## src/rtl/serial_subtractor_pkg.sv

```systemverilog
// Shared definitions for the bit-serial subtractor: FSM state encodings and default width.
package serial_subtractor_pkg;

    typedef enum logic [1:0] {
        IDLE  = 2'd0,
        SHIFT = 2'd1,
        DONE  = 2'd2
    } state_t;

    localparam int DEFAULT_WIDTH = 8;

endpackage

```

## src/rtl/full_adder.sv

```systemverilog
// Single-bit full adder used as the bit-slice of the serial arithmetic units.
module full_adder (
    input  logic a,
    input  logic b,
    input  logic c,
    output logic s,
    output logic cout
);

    assign s    = a ^ b ^ c;
    assign cout = (a & b) | (c & (a ^ b));

endmodule

```

## src/rtl/serial_subtractor.sv

```systemverilog
// Bit-serial a - b, LSB first: one full_adder fed with ~b and a carry seeded to 1.
module serial_subtractor
    import serial_subtractor_pkg::*;
#(
    parameter int WIDTH = DEFAULT_WIDTH
) (
    input  logic             clk,
    input  logic             rst,
    input  logic             start,
    input  logic [WIDTH-1:0] a,
    input  logic [WIDTH-1:0] b,
    output logic             busy,
    output logic             done,
    output logic [WIDTH-1:0] diff,
    output logic             bout
);

    localparam int CNT_W = $clog2(WIDTH);

    state_t             state;
    state_t             state_nxt;
    logic [WIDTH-1:0]   a_sr;
    logic [WIDTH-1:0]   b_sr;
    logic [WIDTH-1:0]   res;
    logic [CNT_W-1:0]   cnt;
    logic               carry;
    logic               fa_s;
    logic               fa_cout;
    logic               last_bit;

    full_adder u_slice (
        .a    (a_sr[0]),
        .b    (~b_sr[0]),
        .c    (carry),
        .s    (fa_s),
        .cout (fa_cout)
    );

    assign last_bit = (cnt == CNT_W'(WIDTH - 1));
    assign busy     = (state == SHIFT);
    assign done     = (state == DONE);

    always_comb begin
        state_nxt = state;
        case (state)
            IDLE:    if (start) state_nxt = SHIFT;
            SHIFT:   if (last_bit) state_nxt = DONE;
            DONE:    state_nxt = start ? SHIFT : IDLE;
            default: state_nxt = IDLE;
        endcase
    end

    always_ff @(posedge clk) begin
        if (rst) begin
            state <= IDLE;
            a_sr  <= '0;
            b_sr  <= '0;
            res   <= '0;
            cnt   <= '0;
            carry <= 1'b0;
            diff  <= '0;
            bout  <= 1'b0;
        end else begin
            state <= state_nxt;
            case (state)
                IDLE, DONE: begin
                    // carry seeded to 1 supplies the +1 of the two's complement of b
                    if (start) begin
                        a_sr  <= a;
                        b_sr  <= b;
                        res   <= '0;
                        cnt   <= '0;
                        carry <= 1'b1;
                    end
                end
                SHIFT: begin
                    a_sr  <= a_sr >> 1;
                    b_sr  <= b_sr >> 1;
                    res   <= {fa_s, res[WIDTH-1:1]};
                    carry <= fa_cout;
                    cnt   <= cnt + CNT_W'(1);
                    if (last_bit) begin
                        diff <= {fa_s, res[WIDTH-1:1]};
                        bout <= ~fa_cout;
                    end
                end
                default: ;
            endcase
        end
    end

endmodule

```

## config.mk

```make
export PLATFORM = sky130hd
export DESIGN_NAME = serial_subtractor
export DESIGN_NICKNAME = d
export VERILOG_FILES = /design/src/rtl/serial_subtractor_pkg.sv /design/src/rtl/full_adder.sv /design/src/rtl/serial_subtractor.sv
export SDC_FILE = /design/constraint.sdc
export NUM_CORES = 1
export LEC_CHECK = 0
export CELL_PAD_IN_SITES_DETAIL_PLACEMENT = 1
export CELL_PAD_IN_SITES_GLOBAL_PLACEMENT = 1
export CORE_MARGIN = 2
export CORE_UTILIZATION = 45
export DETAILED_ROUTE_END_ITERATION = 6
export DONT_BUFFER_PORTS = 1
export PLACE_DENSITY = 0.86
export SKIP_CTS_REPAIR_TIMING = 1
export SYNTH_ARGS = -nofsm -noshare
export SYNTH_HDL_FRONTEND = slang
export SYNTH_HIERARCHICAL = 1
export SYNTH_SLANG_ARGS = --single-unit
```

## constraint.sdc

```tcl
create_clock -name clk -period 3.59 [get_ports clk]
set_input_delay 0.718 -clock clk [delete_from_list [all_inputs] [get_ports clk]]
set_output_delay 0.718 -clock clk [all_outputs]
set_load 0.01 [all_outputs]
```

* Word level (Yosys, flattened, before mapping)
Cells that the tools add are included.
** Operators by class
- Add/subtract/negate cells :: 1
- Eq/ne operators :: 6
- Muxes and demuxes :: 14
- Bitwise gates (word level) :: 7
- Reductions and logical operators :: 6
** Operator list (number)
- case mux 8 bit (2 select lines) :: 3
- two-way mux 8 bit :: 3
- case mux 2 bit (3 select lines) :: 1
- case mux 3 bit (2 select lines) :: 1
- AND reduction 2 bit :: 3
- two-way mux 2 bit :: 2
- inequality test 2 bit, second input constant :: 2
- adder 3 x 1 -> 3 bit, second input constant :: 1
- equality test 3 bit, second input constant :: 1
- two-way mux 3 bit :: 1
- AND 1 bit :: 2
- equality test 2 x 1 -> 1 bit, second input constant :: 1
- equality test 2 bit, second input constant :: 1
- zero test 2 bit :: 1
- two-way mux 1 bit :: 2
- inequality test 2 x 1 -> 1 bit, second input constant :: 1
- NOT 1 bit :: 2
- case mux 1 bit (2 select lines) :: 1
- nonzero test 2 bit :: 1
- OR reduction 2 bit :: 1
- bitwise XOR 1 bit :: 2
- bitwise OR 1 bit :: 1
** Word-level totals
- Register bits :: 39
- Output and inout port bits :: 11

* Longest topological paths before layout
Gate-level depths: netlist (run 1).
- Depth in word-level cells :: 5
- Depth in mapped cells :: 6
- Mapped depth without buffers :: 5

* Hierarchy
Netlist (run 1), hierarchy kept.
** By module, submodules not included
- serial_subtractor :: instances 1, cells an instance 188, area each 1570.3 um^2
- full_adder :: instances 1, cells an instance 1, area each 20.0 um^2

* Worst setup path after synthesis (run 1)
OpenSTA, ideal clock, no wires.
- Path kind :: reg2out
- Start point :: register state[1]
- End point :: output busy
- Arrival time :: 802 ps
- Required time :: 2872 ps
- Setup slack :: 2070 ps
- Stages on the path, launching flop included :: 5
- Buffers on the path :: 2
- Cell sequence :: dfxtp_1 -> nand2b_1 -> buf_2 -> inv_2 -> buf_2
** Between the ends
- Word-level cells in the longest chain between the ends :: 1
** RTL lines
- from (decl) :: RTL line serial_subtractor.sv:20 : state_t state;
- from (signal assigned) :: RTL line serial_subtractor.sv:64 : state <= state_nxt;
- equality test 2 x 1 -> 1 bit :: RTL line serial_subtractor.sv:40 : assign busy = (state == SHIFT);
- to (decl) :: RTL line serial_subtractor.sv:12 : output logic busy,
No other way between the ends.

* Final worst setup path (run 1)
Same ends and word-level chain as after synthesis.

==> results of run 1 <==
through the flow:
stage	hold slack [ns]	worst slack (ns)	utilization	power, mW	cell area [µm²]
6_report	0.426	1.38	0.480	0.770	1620
2_1_floorplan	0.444	2.07	-	0.547	1590
5_1_grt	0.393	1.26	0.480	0.814	1620
3_5_place_dp	0.457	1.38	0.462	0.550	1560
4_1_cts	0.410	1.37	0.480	0.782	1620
3_3_place_gp	0.449	1.55	0.462	0.542	1560
cell families after synthesis:
kind of cell	after synthesis	share of synthesized area
AO/OA/AOI/OAI	37	0.181
adder cells (fa/ha/maj)	3	0.0283
buffers and inverters	19	0.0676
flip-flops	38	0.478
AND/OR/NAND/NOR	92	0.245
layout make-up:
cell class	count	area (µm²)	share of cell area
clock buffer	7	55.1	0.0341
clock inverter	1	5.00	0.00310
inverter	2	7.51	0.00465
multi-input combinational	132	722	0.447
sequential	38	761	0.471
tap	46	57.6	0.0356
timing repair buffer	1	7.51	0.00465
worst max path at each step:
stage | start | cells past startpoint | endpoint | slack [ns]
detailed placement | start | 3 | a_sr[5]$_SDFFE_PP0P_ | 1.38
global placement | start | 3 | a_sr[6]$_SDFFE_PP0P_ | 1.55
global route | state[1]$_SDFFE_PP0P_ | 3 | busy | 1.26
CTS | state[1]$_SDFFE_PP0P_ | 3 | busy | 1.37
floorplan | state[1]$_SDFFE_PP0P_ | 4 | busy | 2.07
finish | state[1]$_SDFFE_PP0P_ | 3 | busy | 1.38
where the power goes:
part / switching [mW] / internal (mW)
sequential: 0.0137 / 0.443
clock: 0.137 / 0.0950
combinational: 0.0522 / 0.0289
total: 0.203 / 0.567
critical path, cell delays in order (launching register included):
cell,delay (ns)
dfxtp_1,0.35
nand2b_1,0.10
buf_4,0.38
inv_2,0.29
registers in the layout (all words and copies together), names as in the netlist:
| signal | cells |
|---|---|
| a_sr | 8 |
| carry | 1 |
| diff | 8 |
| res | 7 |
| state | 2 |
| cnt | 3 |
| bout | 1 |
| b_sr | 8 |
cells in the mapped netlist, drive strengths merged:
cell	number
nor2	17
nand2b	3
nand3b	1
nor3	2
nor2b	2
o21a	1
buf	13
a311oi	15
dfxtp	38
nand2	47
nand3	20
a21oi	21
inv	2
fa	1
ha	2
clkbuf	4
per-layer routing:
layer / part of all wire / vias to the layer above
met4: 0.022 / 0
met5: 0 / -
met2: 0.50 / 27
li1: - / 625
met3: 0.046 / 7
met1: 0.43 / 591
==> results.md, run 1 <==
- Synth top area cells: dfxtp_1 (48%), nand2_1 (11%), a21oi_1 (6.6%)
- Synth Cell Area: between 1500 and 2000 µm²
- Gpl congestion: 0.671
- Slew HR: 0.274
- Avg Cell Area, Syn: between 8 and 9 µm²
- Residual DRC: 0
- CP startpoint kind: flop
- # Max-Cap Violations: 0
- Diode count: 0
- Slew Viols, Final: 0
- Seq/Total Area, Yosys: 0.478
- Num ports: 30
- Outcome: completed
- Hold Crit Depth: 1
- Routed via count: 1,250
- Final ANT Viol Nets: 0
- Area growth syn-to-layout: 1.57%
- Nets: between 200 and 250
- Die X-Extent: 63.4 µm
- Met1 Use GR: 0.189
- I/O Buffers: 0
- Clock skew: 0.00681 ns
- R2r setup slk: 1.81 ns
- #FFs+latches synth: 38
- Max VDD drop: 227 µV
- Max Clk Rate: 0.452 GHz
- Final period util: 0.616
- GR Overflow Total: 0
- Cells after synthesis: 189
- Crit Path Max Fanout: 43
- Final cell count without fillers: 227
- Later-pin clock latency in the skew report: between 0.3 and 0.4 ns
- Leak: 0.558 nW
- Core ar.: 3360 µm²
- Fill cells: 437
- H-tree Lvls: 2
- Period minus WS final: 2.21 ns
- CTS tree: yes
- WP data required: approximately 2.9 ns
- Overall die height: 63.4 µm
- Met2 Resource Use GR: 0.318
- Num CTS Buffers: 5
- Syn. warnings: 6
- Final Hold Viols: 0
- Total detailed-routing wirelength: 3260 µm
- Root Buffer: clkbuf_4
- Hold path start: rst
- First-pass GRT wire length: 5580 µm
- CP endpoint kind: primary output
- RSZ-0062 raised after global routing: no
- Largest net degree at the start of global routing: 44
- Layout cell share with drive strength beyond 1: 0.0884
- Synth top area share: 0.478
- Vias in the first global route: 1,244
- Clock Path Buffers: 2
- Clk sinks: 38
- Crit path DAT: 1.49 ns
- Syn Nets: 211
- TNS Setup: 0 ns
- DR iter-0 viols: 39
- Reg clk slew, reported paths: 0.11 ns
- Starting density of the core: 0.473
- Worst-Margin Slew: 1.09 ns
- DRT Pass-1 Iters: 4
- Detail Placement HPWL: 2200 µm
- GR Util All Layers: 0.178
- Most frequent cells in the layout: nand2_1 (47), dfxtp_1 (38), a21oi_1 (21)
- Area of the die: ~4000 µm²
- Worst Hold End: res[5]$_SDFFE_PP0P_
- Reg2reg start: state[0]$_SDFFE_PP0P_
- Cell area power density: 477 nW/µm²
- Vias per inst: 5.51
- Top Usage Layer GRT: met2
- Cell row count: 21
- R2R depth: 3
- Setup violations, final: 0
- Post-synthesis cell type count: 21
- Placed cells: around 220
- Wire length per cell: approximately 14 µm
- CP Class: reg2out
- Initial antenna violation count: 0
- Worst min path class: in2reg
- R2R Path End: a_sr[5]$_SDFFE_PP0P_
- Most common cell after layout, fill and taps aside: nand2_1
- Yosys top cell by area: dfxtp_1
- M3 GR Usage: 0.0500
Note: power is estimated with default switching activity, not from simulation.
==> inputs of run 2 (changes only) <==
- clock period: 3.59 -> 2.2 ns (I/O delays scaled with it)
==> results.md, run 2 (same netlist as run 1, synthesis figures left out) <==
- Outcome: completed
- Root Buffer: clkbuf_4
- Final period util: 0.813
- Worst-Margin Slew: 0.413 ns
- Cell row count: 21
- Nets: 205
- Clock skew: 0.00598 ns
- Slowest cell on crit path: dfxtp_1
- Die X-Extent: roughly 63 µm
- CP Class: reg2out
- Total detailed-routing wirelength: 3550 µm
- Residual DRC: 0
- Proportion of power drawn by combinational gates: 0.105
- I/O Buffers: 0
- TNS Setup: 0 ns
- Leak: 0.576 nW
- Clk pwr share: 0.347
- H-tree Lvls: 2
- Area growth syn-to-layout: 3.93%
- Worst Hold End: b_sr[7]$_SDFFE_PP0P_
- First-pass GRT wire length: 6050 µm
- DP Area: approximately 1600 µm²
- Reg power frac: 0.548
- RSZ-0062 raised after global routing: no
- DRT Pass-1 Iters: 3
- CTS tree: yes
- WL met2: 1840 µm
- Clk sinks: 38
- Setup violations, final: 0
- Hold path start: rst
- Num ports: 30
- Top Registers: a_sr (8), b_sr (8), diff (8)
- Gpl congestion: 0.689
- Wire length per cell: 15.5 µm
- Most common cell after layout, fill and taps aside: nand2_1
- Max VDD drop: 329 µV
- Layout Cell Area excl Fill: 1650 µm²
- Overall die height: 63.4 µm
- DR iter-0 viols: 47
- Psw: 0.343 mW
- Reg2reg start: cnt[1]$_SDFFE_PP0P_
- Hold WS: 0.145 ns
- Routed via count: 1,282
- CP endpoint kind: primary output
- Period minus WS final: 1.79 ns
- Met3 Routed Length: 173 µm
- Num CTS Buffers: 5
- P_int: 1.02 mW
- WP data required: 1.76 ns
- # Max-Cap Violations: 0
- Cell Chain, Critical Path: nand2b_1, buf_4, inv_2
- Starting density of the core: 0.473
- M1 wire length: 1450 µm
- Area of the die: roughly 4000 µm²
- Sw Ratio: 0.252
- Crit Path Max Fanout: 22
- Diode count: 0
- Initial antenna violation count: 0
- Vias in the first global route: between 1,000 and 1,500
- Reg clk slew, reported paths: 0.11 ns
- CP startpoint kind: flop
- Most frequent cells in the layout: nand2_1 (47), dfxtp_1 (38), a21oi_1 (21)
- Largest stage delay on the critical path: 0.35 ns
- Worst min path class: in2reg
- R2R depth: 5
- GR Util All Layers: 0.195
- Cell area power density: between 800 and 900 nW/µm²
- Hold Crit Depth: 1
- GR Overflow Total: 0
- Uppermost routed layer: met4
- Clock Path Buffers: 2
- R2r setup slk: 0.56 ns
- Slew HR: 0.725
- Vias per inst: 5.57
- Final Hold Viols: 0
- R2R Path End: diff[1]$_SDFFE_PP0P_
- Core ar.: 3360 µm²
- Later-pin clock latency in the skew report: 0.35 ns
- Layout cell share with drive strength beyond 1: 0.0978
- Slew Viols, Final: 0
- Final ANT Viol Nets: 0
- Max Clk Rate: around 0.56 GHz
- Largest net degree at the start of global routing: 39
- Total power: approximately 1.4 mW
- Detail Placement HPWL: 2460 µm
- Crit path DAT: between 1 and 1.5 ns
[run 2: changes by cell type in the layout (fill, tap and decap cells not counted)]
cell       delta
clkbuf_1      +1
clkbuf_8      -1
clkinv_2      -1
buf_4         +3
bufinv_16     +1
[run 2: metal layers]
| metal | vias to the layer above | global-route usage |
|---|---|---|
| li1 | 630 | - |
| met1 | 615 | 0.206 |
| met2 | 29 | 0.334 |
| met3 | 8 | 0.0714 |
| met4 | 0 | 0.106 |
| met5 | - | 0 |
[run 2: stage by stage]
| step | utilization | cells | setup slack [ns] |
|---|---|---|---|
| 6_report | 0.491 | 230 | 0.412 |
| 5_1_grt | 0.491 | 230 | 0.287 |
| 4_1_cts | 0.491 | 230 | 0.389 |
| 3_5_place_dp | 0.469 | 222 | 0.567 |
| 3_3_place_gp | 0.469 | 222 | 0.751 |
| 2_1_floorplan | - | 189 | 0.958 |
[run 2: critical path, delay by kind of cell, from the launching register on]
| kind | cells | cell delay (ns) |
|---|---|---|
| buffers and inverters | 2 | 0.50 |
| DFF | 1 | 0.35 |
| and+or+nand+nor | 1 | 0.15 |
[run 2: final cells by class]
cell class,count,area (µm²)
fill,429,1710
multi-input combinational,132,722
clock inverter,1,30.0
tap,46,57.6
timing repair buffer,4,30.0
sequential,38,761
inverter,2,7.51
clock buffer,7,45.0
[run 2: worst max path at each step]
stage	from	endpoint	slack [ns]	cells after the start
final	state[1]$_SDFFE_PP0P_	busy	0.41	3
after global routing	state[0]$_SDFFE_PP0P_	busy	0.29	3
after CTS	state[0]$_SDFFE_PP0P_	busy	0.39	3
after detailed placement	cnt[0]$_SDFFE_PP0P_	diff[1]$_SDFFE_PP0P_	0.57	5
after global placement	cnt[0]$_SDFFE_PP0P_	diff[6]$_SDFFE_PP0P_	0.75	5
after floorplan	state[1]$_SDFFE_PP0P_	busy	0.96	4
[run 2: power by group through the flow]
stage               registers (mW)  logic, mW  clock network (mW)
finish                       0.746      0.143               0.472
global route                 0.752      0.160               0.520
CTS                          0.747      0.146               0.488
detailed placement           0.762      0.145                   0
global placement             0.759      0.134                   0
floorplan                    0.755      0.138                   0
==> inputs of run 3 (changes only) <==
- clock period: 2.2 -> 1.8 ns (I/O delays scaled with it)
==> results.md, run 3 (same netlist as run 1, synthesis figures left out) <==
- Residual DRC: 0
- Initial antenna violation count: 0
- CP startpoint kind: flop
- Final ANT Viol Nets: 0
- Slew Viols, Final: 0
- Sw Ratio: 0.238
- Reg power frac: 0.545
- Top Registers: a_sr (8), b_sr (8), diff (8)
- RSZ-0062 raised after global routing: no
- CP Class: reg2out
- Area growth syn-to-layout: 5.27%
- Starting density of the core: 0.473
- Slowest cell on crit path: dfxtp_1
- Psw: 0.397 mW
- Final core utilization: 0.498
- Worst min path class: in2reg
- Cell Chain, Critical Path: nand2b_1, inv_2
- Final period util: 0.885
- Vias per inst: 5.35
- Leak: 0.591 nW
- Die X-Extent: 63.4 µm
- # Max-Cap Violations: 0
- Core ar.: 3360 µm²
- Nets: 207
- Cell row count: 21
- Reg clk slew, reported paths: 0.11 ns
- I/O Buffers: 0
- Largest stage delay on the critical path: 0.43 ns
- Final Hold Viols: 0
- First-pass GRT wire length: approximately 5600 µm
- Setup violations, final: 0
- Most common cell after layout, fill and taps aside: nand2_1
- P_int: 1.27 mW
- Worst-Margin Slew: roughly 0.38 ns
- DRT Pass-1 Iters: 3
- Root Buffer: clkbuf_4
- Slew HR: 0.745
- Routed via count: 1,237
- GR Util All Layers: 0.176
- Total detailed-routing wirelength: 3310 µm
- Clock skew: 0.00794 ns
- Vias in the first global route: 1,262
- Diode count: 0
- Period minus WS final: around 1.6 ns
- Num CTS Buffers: 5
- Cell area power density: ~1000 nW/µm²
- CTS tree: yes
- Overall die height: roughly 63 µm
- Num ports: 30
- Layout cell share with drive strength beyond 1: 0.114
- CP endpoint kind: primary output
- Max VDD drop: around 490 µV
- Detail Placement HPWL: 2400 µm
- Max Clk Rate: 0.628 GHz
- GR Overflow Total: 0
- Gpl congestion: approximately 0.72
- TNS Setup: 0 ns
- Most frequent cells in the layout: nand2_1 (47), dfxtp_1 (38), a21oi_1 (21)
- R2r setup slk: 0.42 ns
- Largest net degree at the start of global routing: 39
- Proportion of power drawn by combinational gates: 0.105
- Crit Path Max Fanout: 22
- Crit path DAT: ~1.2 ns
- Clock Path Buffers: 2
- Outcome: completed
- Later-pin clock latency in the skew report: roughly 0.34 ns
- Clk sinks: 38
- Clk pwr share: 0.351
- Area of the die: 4030 µm²
- WP data required: 1.44 ns
- Wire length per cell: around 14 µm
- H-tree Lvls: 2
- DR iter-0 viols: 16
-- run 3: cell types whose count changed in the layout (fill, tap and decap cells not counted) --
cell	before	now
clkbuf_8	0	1
clkbuf_1	2	0
buf_4	4	6
-- run 3: per-stage QoR --
step / cells / power [mW] / hold WS (ns) / instance area (µm²) / setup slack (ns)
after floorplan: 189 / 1.09 / 0.444 / 1590 / 0.589
after global placement: 224 / 1.09 / 0.433 / 1590 / 0.517
after detailed placement: 224 / 1.11 / 0.434 / 1590 / 0.458
after CTS: 231 / 1.70 / 0.0582 / 1670 / 0.203
after global routing: 231 / 1.76 / 0.0466 / 1670 / 0.143
final: 231 / 1.67 / 0.0750 / 1670 / 0.208
-- run 3: critical path, delay by kind of cell (launching register included) --
family,cells,cell delay (ns)
DFF,1,0.43
and+or+nand+nor,1,0.14
buffers and inverters,1,0.32
-- run 3: routing by layer --
| metal | routed length [µm] | up-vias | GRT usage |
|---|---|---|---|
| met4 | 65 | 0 | 0.0815 |
| met2 | 1650 | 25 | 0.313 |
| met1 | 1430 | 570 | 0.192 |
| li1 | - | 634 | - |
| met5 | 0 | - | 0 |
| met3 | 165 | 8 | 0.0464 |
-- run 3: layout make-up --
class                   instances  area [µm²]
clock buffers                   6        51.3
clock inverters                 1        30.0
fillers                       426        1690
inverters                       2        7.51
multi-input cells             132         722
flip-flops and latches         38         761
well taps                      46        57.6
repair buffers                  6        45.0
-- run 3: path summary, 6_finish.rpt --
path	start	to	cells after the start
min	rst	a_sr[1]$_SDFFE_PP0P_	1
max reg2reg	state[0]$_SDFFE_PP0P_	bout$_SDFFE_PP0P_	4
max	state[0]$_SDFFE_PP0P_	busy	2
min reg2reg	cnt[2]$_SDFFE_PP0P_	cnt[2]$_SDFFE_PP0P_	2
-- run 3: power by group through the flow --
stage,Clock [mW],Sequential (mW),Combinational [mW]
2_1_floorplan,0,0.922,0.168
3_3_place_gp,0,0.927,0.167
3_5_place_dp,0,0.930,0.179
4_1_cts,0.608,0.911,0.179
5_1_grt,0.644,0.917,0.198
6_report,0.586,0.911,0.175
